==> src/rtl/ahb_cache_bridge_if.sv <==
// AHB-Lite slave port plus the level-style request port of the write-back cache controller.
// The bridge uses "slave"; the bus master / controller model uses "master".
interface ahb_cache_bridge_if #(
    parameter int W_ADDR = 32,
    parameter int W_DATA = 32
);
    logic              ahbls_hready;
    logic              ahbls_hreadyout;
    logic              ahbls_hresp;
    logic [W_ADDR-1:0] ahbls_haddr;
    logic              ahbls_hwrite;
    logic [1:0]        ahbls_htrans;
    logic [2:0]        ahbls_hsize;
    logic              ahbls_hsel;
    logic [W_DATA-1:0] ahbls_hwdata;
    logic [W_DATA-1:0] ahbls_hrdata;

    logic              mem_rd_en;
    logic              mem_wr_en;
    logic [W_ADDR-1:0] mem_addr;
    logic [W_DATA-1:0] mem_wdata;
    logic [3:0]        mem_mask;
    logic [W_DATA-1:0] mem_rdata;
    logic              mem_busy;
    logic              mem_hit;

    modport slave (
        input  ahbls_hready, ahbls_haddr, ahbls_hwrite, ahbls_htrans, ahbls_hsize,
               ahbls_hsel, ahbls_hwdata, mem_rdata, mem_busy, mem_hit,
        output ahbls_hreadyout, ahbls_hresp, ahbls_hrdata,
               mem_rd_en, mem_wr_en, mem_addr, mem_wdata, mem_mask
    );

    modport master (
        output ahbls_hready, ahbls_haddr, ahbls_hwrite, ahbls_htrans, ahbls_hsize,
               ahbls_hsel, ahbls_hwdata, mem_rdata, mem_busy, mem_hit,
        input  ahbls_hreadyout, ahbls_hresp, ahbls_hrdata,
               mem_rd_en, mem_wr_en, mem_addr, mem_wdata, mem_mask
    );
endinterface

==> src/rtl/ahb_cache_bridge.sv <==
// AHB-Lite to cache-controller bridge: one transfer at a time, retries requests the
// controller drops (no busy, no hit) and stretches the data phase with HREADYOUT.
module ahb_cache_bridge #(
    parameter int W_ADDR = 32,
    parameter int W_DATA = 32
) (
    input  logic                clk,
    input  logic                rst,
    ahb_cache_bridge_if.slave   bus
);

    typedef enum logic [2:0] {
        IDLE, REQ, WAIT_RISE, WAIT_FALL, ERR1, ERR2
    } state_t;

    state_t            state_q, state_d;
    logic              hwrite_q, hwrite_d;
    logic              first_q, first_d;
    logic [W_ADDR-1:0] addr_q, addr_d;
    logic [3:0]        mask_q, mask_d;
    logic [W_DATA-1:0] wdata_q, wdata_d;
    logic [W_DATA-1:0] hrdata_q, hrdata_d;

    logic              accept;
    logic              strobe;
    logic              hreadyout;
    logic              hresp;

    function automatic logic [3:0] lane_mask(input logic [2:0] size, input logic [1:0] lsb);
        logic [3:0] m;
        case (size)
            3'd0:    m = 4'b0001 << lsb;
            3'd1:    m = lsb[1] ? 4'b1100 : 4'b0011;
            default: m = 4'b1111;
        endcase
        return m;
    endfunction

    function automatic logic illegal_xfer(input logic [2:0] size, input logic [1:0] lsb);
        return (size > 3'd2) || (size == 3'd1 && lsb[0]) || (size == 3'd2 && lsb != 2'b00);
    endfunction

    assign accept = bus.ahbls_hsel && bus.ahbls_hready &&
                    (bus.ahbls_htrans == 2'b10 || bus.ahbls_htrans == 2'b11);

    always_comb begin
        state_d   = state_q;
        hwrite_d  = hwrite_q;
        first_d   = first_q;
        addr_d    = addr_q;
        mask_d    = mask_q;
        wdata_d   = wdata_q;
        hrdata_d  = hrdata_q;
        strobe    = 1'b0;
        hreadyout = 1'b0;
        hresp     = 1'b0;

        case (state_q)
            IDLE: begin
                hreadyout = 1'b1;
                if (accept) begin
                    if (illegal_xfer(bus.ahbls_hsize, bus.ahbls_haddr[1:0])) begin
                        state_d = ERR1;
                    end else begin
                        state_d  = REQ;
                        addr_d   = {2'b00, bus.ahbls_haddr[W_ADDR-1:2]};
                        hwrite_d = bus.ahbls_hwrite;
                        mask_d   = lane_mask(bus.ahbls_hsize, bus.ahbls_haddr[1:0]);
                        first_d  = 1'b1;
                    end
                end
            end
            REQ: begin
                // Holding off while busy keeps strobes out of a controller operation.
                if (!bus.mem_busy) begin
                    strobe  = 1'b1;
                    first_d = 1'b0;
                    if (hwrite_q && first_q) begin
                        wdata_d = bus.ahbls_hwdata;
                    end
                    if (!hwrite_q && bus.mem_hit) begin
                        hrdata_d = bus.mem_rdata;
                        state_d  = IDLE;
                    end else begin
                        state_d = WAIT_RISE;
                    end
                end
            end
            WAIT_RISE: begin
                // No busy the cycle after a strobe means the controller dropped it.
                state_d = bus.mem_busy ? WAIT_FALL : REQ;
            end
            WAIT_FALL: begin
                if (!bus.mem_busy) begin
                    state_d = hwrite_q ? IDLE : REQ;
                end
            end
            ERR1: begin
                hresp   = 1'b1;
                state_d = ERR2;
            end
            ERR2: begin
                hreadyout = 1'b1;
                hresp     = 1'b1;
                state_d   = IDLE;
            end
            default: state_d = IDLE;
        endcase
    end

    always_ff @(posedge clk or posedge rst) begin
        if (rst) begin
            state_q  <= IDLE;
            hwrite_q <= 1'b0;
            first_q  <= 1'b0;
            addr_q   <= '0;
            mask_q   <= '0;
            wdata_q  <= '0;
            hrdata_q <= '0;
        end else begin
            state_q  <= state_d;
            hwrite_q <= hwrite_d;
            first_q  <= first_d;
            addr_q   <= addr_d;
            mask_q   <= mask_d;
            wdata_q  <= wdata_d;
            hrdata_q <= hrdata_d;
        end
    end

    // The first write strobe passes HWDATA straight through; retries use the registered copy.
    assign bus.mem_wdata       = (state_q == REQ && hwrite_q && first_q) ? bus.ahbls_hwdata : wdata_q;
    assign bus.mem_rd_en       = strobe && !hwrite_q;
    assign bus.mem_wr_en       = strobe && hwrite_q;
    assign bus.mem_addr        = addr_q;
    assign bus.mem_mask        = mask_q;
    assign bus.ahbls_hreadyout = hreadyout;
    assign bus.ahbls_hresp     = hresp;
    assign bus.ahbls_hrdata    = hrdata_q;

endmodule
==> src/flat_wrapper.sv <==
// flat-port wrapper written by rule: the top's interface ports become plain ports
module ahb_cache_bridge_flat 
#(
    parameter int W_ADDR = 32,
    parameter int W_DATA = 32
)
  (clk, rst, bus_ahbls_hready, bus_ahbls_haddr, bus_ahbls_hwrite, bus_ahbls_htrans, bus_ahbls_hsize, bus_ahbls_hsel, bus_ahbls_hwdata, bus_mem_rdata, bus_mem_busy, bus_mem_hit, bus_ahbls_hreadyout, bus_ahbls_hresp, bus_ahbls_hrdata, bus_mem_rd_en, bus_mem_wr_en, bus_mem_addr, bus_mem_wdata, bus_mem_mask);
  ahb_cache_bridge_if #(.W_ADDR(W_ADDR), .W_DATA(W_DATA)) bus_i ();
  input  logic clk;
  input  logic rst;
  input wire logic [$bits(bus_i.ahbls_hready)-1:0] bus_ahbls_hready;
  input wire logic [$bits(bus_i.ahbls_haddr)-1:0] bus_ahbls_haddr;
  input wire logic [$bits(bus_i.ahbls_hwrite)-1:0] bus_ahbls_hwrite;
  input wire logic [$bits(bus_i.ahbls_htrans)-1:0] bus_ahbls_htrans;
  input wire logic [$bits(bus_i.ahbls_hsize)-1:0] bus_ahbls_hsize;
  input wire logic [$bits(bus_i.ahbls_hsel)-1:0] bus_ahbls_hsel;
  input wire logic [$bits(bus_i.ahbls_hwdata)-1:0] bus_ahbls_hwdata;
  input wire logic [$bits(bus_i.mem_rdata)-1:0] bus_mem_rdata;
  input wire logic [$bits(bus_i.mem_busy)-1:0] bus_mem_busy;
  input wire logic [$bits(bus_i.mem_hit)-1:0] bus_mem_hit;
  output wire logic [$bits(bus_i.ahbls_hreadyout)-1:0] bus_ahbls_hreadyout;
  output wire logic [$bits(bus_i.ahbls_hresp)-1:0] bus_ahbls_hresp;
  output wire logic [$bits(bus_i.ahbls_hrdata)-1:0] bus_ahbls_hrdata;
  output wire logic [$bits(bus_i.mem_rd_en)-1:0] bus_mem_rd_en;
  output wire logic [$bits(bus_i.mem_wr_en)-1:0] bus_mem_wr_en;
  output wire logic [$bits(bus_i.mem_addr)-1:0] bus_mem_addr;
  output wire logic [$bits(bus_i.mem_wdata)-1:0] bus_mem_wdata;
  output wire logic [$bits(bus_i.mem_mask)-1:0] bus_mem_mask;
  assign bus_i.ahbls_hready = bus_ahbls_hready;
  assign bus_i.ahbls_haddr = bus_ahbls_haddr;
  assign bus_i.ahbls_hwrite = bus_ahbls_hwrite;
  assign bus_i.ahbls_htrans = bus_ahbls_htrans;
  assign bus_i.ahbls_hsize = bus_ahbls_hsize;
  assign bus_i.ahbls_hsel = bus_ahbls_hsel;
  assign bus_i.ahbls_hwdata = bus_ahbls_hwdata;
  assign bus_i.mem_rdata = bus_mem_rdata;
  assign bus_i.mem_busy = bus_mem_busy;
  assign bus_i.mem_hit = bus_mem_hit;
  assign bus_ahbls_hreadyout = bus_i.ahbls_hreadyout;
  assign bus_ahbls_hresp = bus_i.ahbls_hresp;
  assign bus_ahbls_hrdata = bus_i.ahbls_hrdata;
  assign bus_mem_rd_en = bus_i.mem_rd_en;
  assign bus_mem_wr_en = bus_i.mem_wr_en;
  assign bus_mem_addr = bus_i.mem_addr;
  assign bus_mem_wdata = bus_i.mem_wdata;
  assign bus_mem_mask = bus_i.mem_mask;
  ahb_cache_bridge #(.W_ADDR(W_ADDR), .W_DATA(W_DATA)) u_core (.clk(clk), .rst(rst), .bus(bus_i));
endmodule
==> config.mk <==
export PLATFORM = sky130hd
export DESIGN_NAME = ahb_cache_bridge_flat
export DESIGN_NICKNAME = d
export VERILOG_FILES = /design/src/rtl/ahb_cache_bridge_if.sv /design/src/rtl/ahb_cache_bridge.sv /design/src/flat_wrapper.sv
export SDC_FILE = /design/constraint.sdc
export NUM_CORES = 1
export LEC_CHECK = 0
export ABC_CLOCK_PERIOD_IN_PS = 3100
export CORE_MARGIN = 4
export CORE_UTILIZATION = 38
export DETAILED_ROUTE_END_ITERATION = 10
export GPL_ROUTABILITY_DRIVEN = 1
export PLACE_DENSITY = 0.8
export SLEW_MARGIN = 20
export SYNTH_ARGS = -nofsm -noshare
export SYNTH_HDL_FRONTEND = slang
export SYNTH_SLANG_ARGS = --single-unit
==> constraint.sdc <==
create_clock -name clk -period 3.1 [get_ports clk]
set_input_delay 0.31 -clock clk [delete_from_list [all_inputs] [get_ports clk]]
set_output_delay 0.31 -clock clk [all_outputs]
set_load 0.03 [all_outputs]
==> flow_summary.json <==
{
  "depth_of_the_most_critical_reg_to_reg_path": 3,
  "achievable-frequency_ghz": 0.339,
  "drc_errors": 0,
  "ys_async_sr_fraction_pct": 100,
  "ys_seq_area_share_pct": 56.3,
  "synth_enable_flop_cells": 0,
  "clk_path_buf_depth": 2,
  "crit_slowest_cell": "clkdlybuf4s50_1",
  "worst_r2r_endpoint": "u_core.bus.ahbls_hrdata[9]",
  "worst_pin_slew_ns": 0.642,
  "stdcell_count": 648,
  "port_buffers": 208,
  "cellPowerDensity_nw_per_um2": 1090,
  "postCtsHoldBufs": 0,
  "layout_commonest_cell": "clkdlybuf4s50_1",
  "placed_area_um2": 6760,
  "layout_worst_path_cycle_share_pct": 95.2,
  "timing.reg2reg.setup_slack_ns": 0.76,
  "p_int_w": 0.00472,
  "grt_max_degree": 57,
  "ios": 212,
  "seq_power_share_pct": 30.9,
  "grt.met3_usage_pct": 7.16,
  "timing_worst_setup_path_type": "flop to output port",
  "num_vias": 3159,
  "num-fill-cells": 958,
  "clk_pin_slew_ns": 0.07,
  "rr_startpoint": "u_core.state_q[1]",
  "mostFrequentLayoutCells": "208 x clkdlybuf4s50_1, 103 x dfrtp_1, 101 x mux2_2",
  "finish.net_count": 608,
  "area_growth_pct": 54.1,
  "die_width_um": 118,
  "grt_first_pass_wirelength_mm": 18.2,
  "dr.pass1.iters": 4,
  "post_route_cells_drive_above_1_share_pct": 30.5,
  "avgSynthCellArea_um2": 15.6,
  "globalRouteOverflowTotal": 0,
  "initialDrtViolationCount": 134,
  "cts-buffers-inserted": 9,
  "grtUsageMet1_pct": 18.7,
  "power_leakage_nw": 3.14,
  "path_cells": "nand3b_1 > nor3b_2 > buf_12 > mux2_2 > clkdlybuf4s50_1",
  "highest_cell_delay_on_the_worst_timing_path_ns": 0.61,
  "power.share.switching_pct": 38.4,
  "worst-path-max-fanout": 32,
  "grt_antenna_before_repair": 0,
  "synth_top_cell_by_area": "dfrtp_1",
  "grt.total_usage_pct": 16.3,
  "pwr-share-comb_pct": 54.6,
  "synthCells": 294,
  "area.sequential_um2": 2580,
  "cts.htree.levels": 3,
  "synth_top_flop_cell": "dfrtp_1",
  "worstSkewPairLatency_ns": 0.34,
  "finalSetupTns_ns": 0,
  "timing_max_transition_violations_final": 0,
  "die_h_um": 118,
  "timing.critical_path.from_type": "flop",
  "maximum_resistive_drop_on_vdd_mv": 0.528,
  "ys_ff_latch": 103,
  "worstHoldPathType": "primary input to async pin",
  "netlist.area_leader.share_pct": 56.3,
  "globalRoute.busiestLayer": "met2",
  "crit_path_end": "bus_mem_wdata[10]",
  "cts_tree": "yes",
  "synth_area_leaders": "dfrtp_1 56%, mux2_2 25%, mux2_4 9.8%, buf_12 1.3%, buf_2 1.1%",
  "num_antenna_cells": 0,
  "p_sw_w": 0.00295,
  "site_rows": 39,
  "fin_area_um2": 7060,
  "yosysUniqueCellTypes": 34,
  "max_cap_viol_count": 0,
  "design_power_total_w": 0.00768,
  "floorplan.core_area_um2": 11600,
  "detail_route.wirelength_mm": 11.1,
  "grt_pass1_vias": 3502,
  "syn-cell-area_um2": 4580,
  "finalClockSkew_ns": 0.00651,
  "result_of_the_run": "finished clean",
  "worstSetupEndpointType": "output port",
  "slew-limit-headroom_pct": 56.8,
  "place_inst": 632,
  "met2_usage_pct": 27.2,
  "critPathRequiredTime_ns": 2.79,
  "place.gp.congestion": 0.727,
  "dp_hpwl_mm": 8.29,
  "cts.root.buffer_cell": "clkbuf_16",
  "cp_data_arrival_time_ns": 2.64,
  "setup.worst_path.start": "u_core.state_q[2]",
  "rsz0062_at_grt": "false",
  "post-cts-setup-buffers": 0,
  "cts-resized-gates": 0,
  "initial_core_util_pct": 39.4,
  "viasPerCell": 4.88,
  "final_report_setup_violation_count": 0,
  "route.antenna.remaining_nets": 0,
  "numClockSinks": 103,
  "yosys_warnings": 0,
  "clock_power_share_pct": 14.5,
  "multiInputGateArea_um2": 1850,
  "final-hold-violation-count": 0,
  "avgRoutedWirePerCell_um": 17.1,
  "design.die.area_um2": 13900,
  "period_minus_slack_ns": 2.95
}
## layout make-up
type | instances | area share, %
Clock buffer | 13 | 3.55
Tap cell | 143 | 2.54
Inverter | 3 | 0.195
Timing Repair Buffer | 213 | 30.4
Sequential cell | 103 | 36.5
Clock inverter | 3 | 0.603
Multi-Input combinational cell | 170 | 26.2
## per-stage QoR
step           hold WS, ns  utilization, %  setup WS [ns]
2_1_floorplan        0.447               -         0.0862
6_report             0.414            60.8          0.150
3_3_place_gp         0.485            58.2          0.513
3_5_place_dp         0.492            58.2          0.500
4_1_cts              0.435            60.8          0.113
5_1_grt              0.469            60.8        0.00276
## synthesized netlist by cell type (2+ instances only)
cell type,count
dfrtp_1,103
buf_12,3
mux2_4,30
o21ai_0,4
mux2_2,101
nor3_1,4
and3_1,2
a211oi_1,2
buf_2,10
nor2b_1,2
buf_6,2
buf_4,3
nor2_1,5
inv_1,3
## critical path, delay by kind of cell (launching register included)
family        cells  cell delay, ns
buf+inv           2            0.85
simple gates      2            0.56
mux               1            0.36
flops             1            0.51
## flip-flops by register name, indices dropped and copies added (netlist names)
name	count
u_core.bus.ahbls_hrdata	32
u_core.wdata_q	32
u_core.bus.mem_addr	30
u_core.bus.mem_mask	4
u_core.state_q	3
u_core.first_q	1
u_core.hwrite_q	1
## power by group through the flow
stage	Clock, W	Combinational [W]	Sequential [W]
finish	0.00112	0.00419	0.00237
global route	0.00122	0.00439	0.00245
CTS	0.00116	0.00424	0.00238
detailed placement	0	0.00422	0.00239
global placement	0	0.00417	0.00234
floorplan	0	0.00171	0.00317
## cells by family after synthesis
group           Yosys count  synth area share (%)
other cells               1                0.0819
flops                   103                  56.3
buf+inv                  22                  3.71
xor+xnor                  2                 0.382
simple gates             20                  2.59
mux                     131                  34.7
compound gates           15                  2.29
## how the worst min path moves through the flow
stage / start / to / slack (ns) / cells after the start
after floorplan: bus_mem_busy / u_core.state_q[1] / 0.45 / 2
after global placement: u_core.wdata_q[12] / u_core.wdata_q[12] / 0.49 / 1
after detailed placement: u_core.bus.ahbls_hrdata[1] / u_core.bus.ahbls_hrdata[1] / 0.49 / 1
after CTS: rst / u_core.bus.ahbls_hrdata[6] / 0.44 / 2
after global routing: rst / u_core.bus.ahbls_hrdata[3] / 0.47 / 2
final: rst / u_core.bus.ahbls_hrdata[3] / 0.41 / 2
## per-layer routing
layer | vias up | wire length (µm)
met5 | - | 0
met4 | 0 | 204
met3 | 13 | 915
met2 | 126 | 5520
met1 | 1558 | 4470
li1 | 1462 | -
Power figures use the tool's default switching activity.
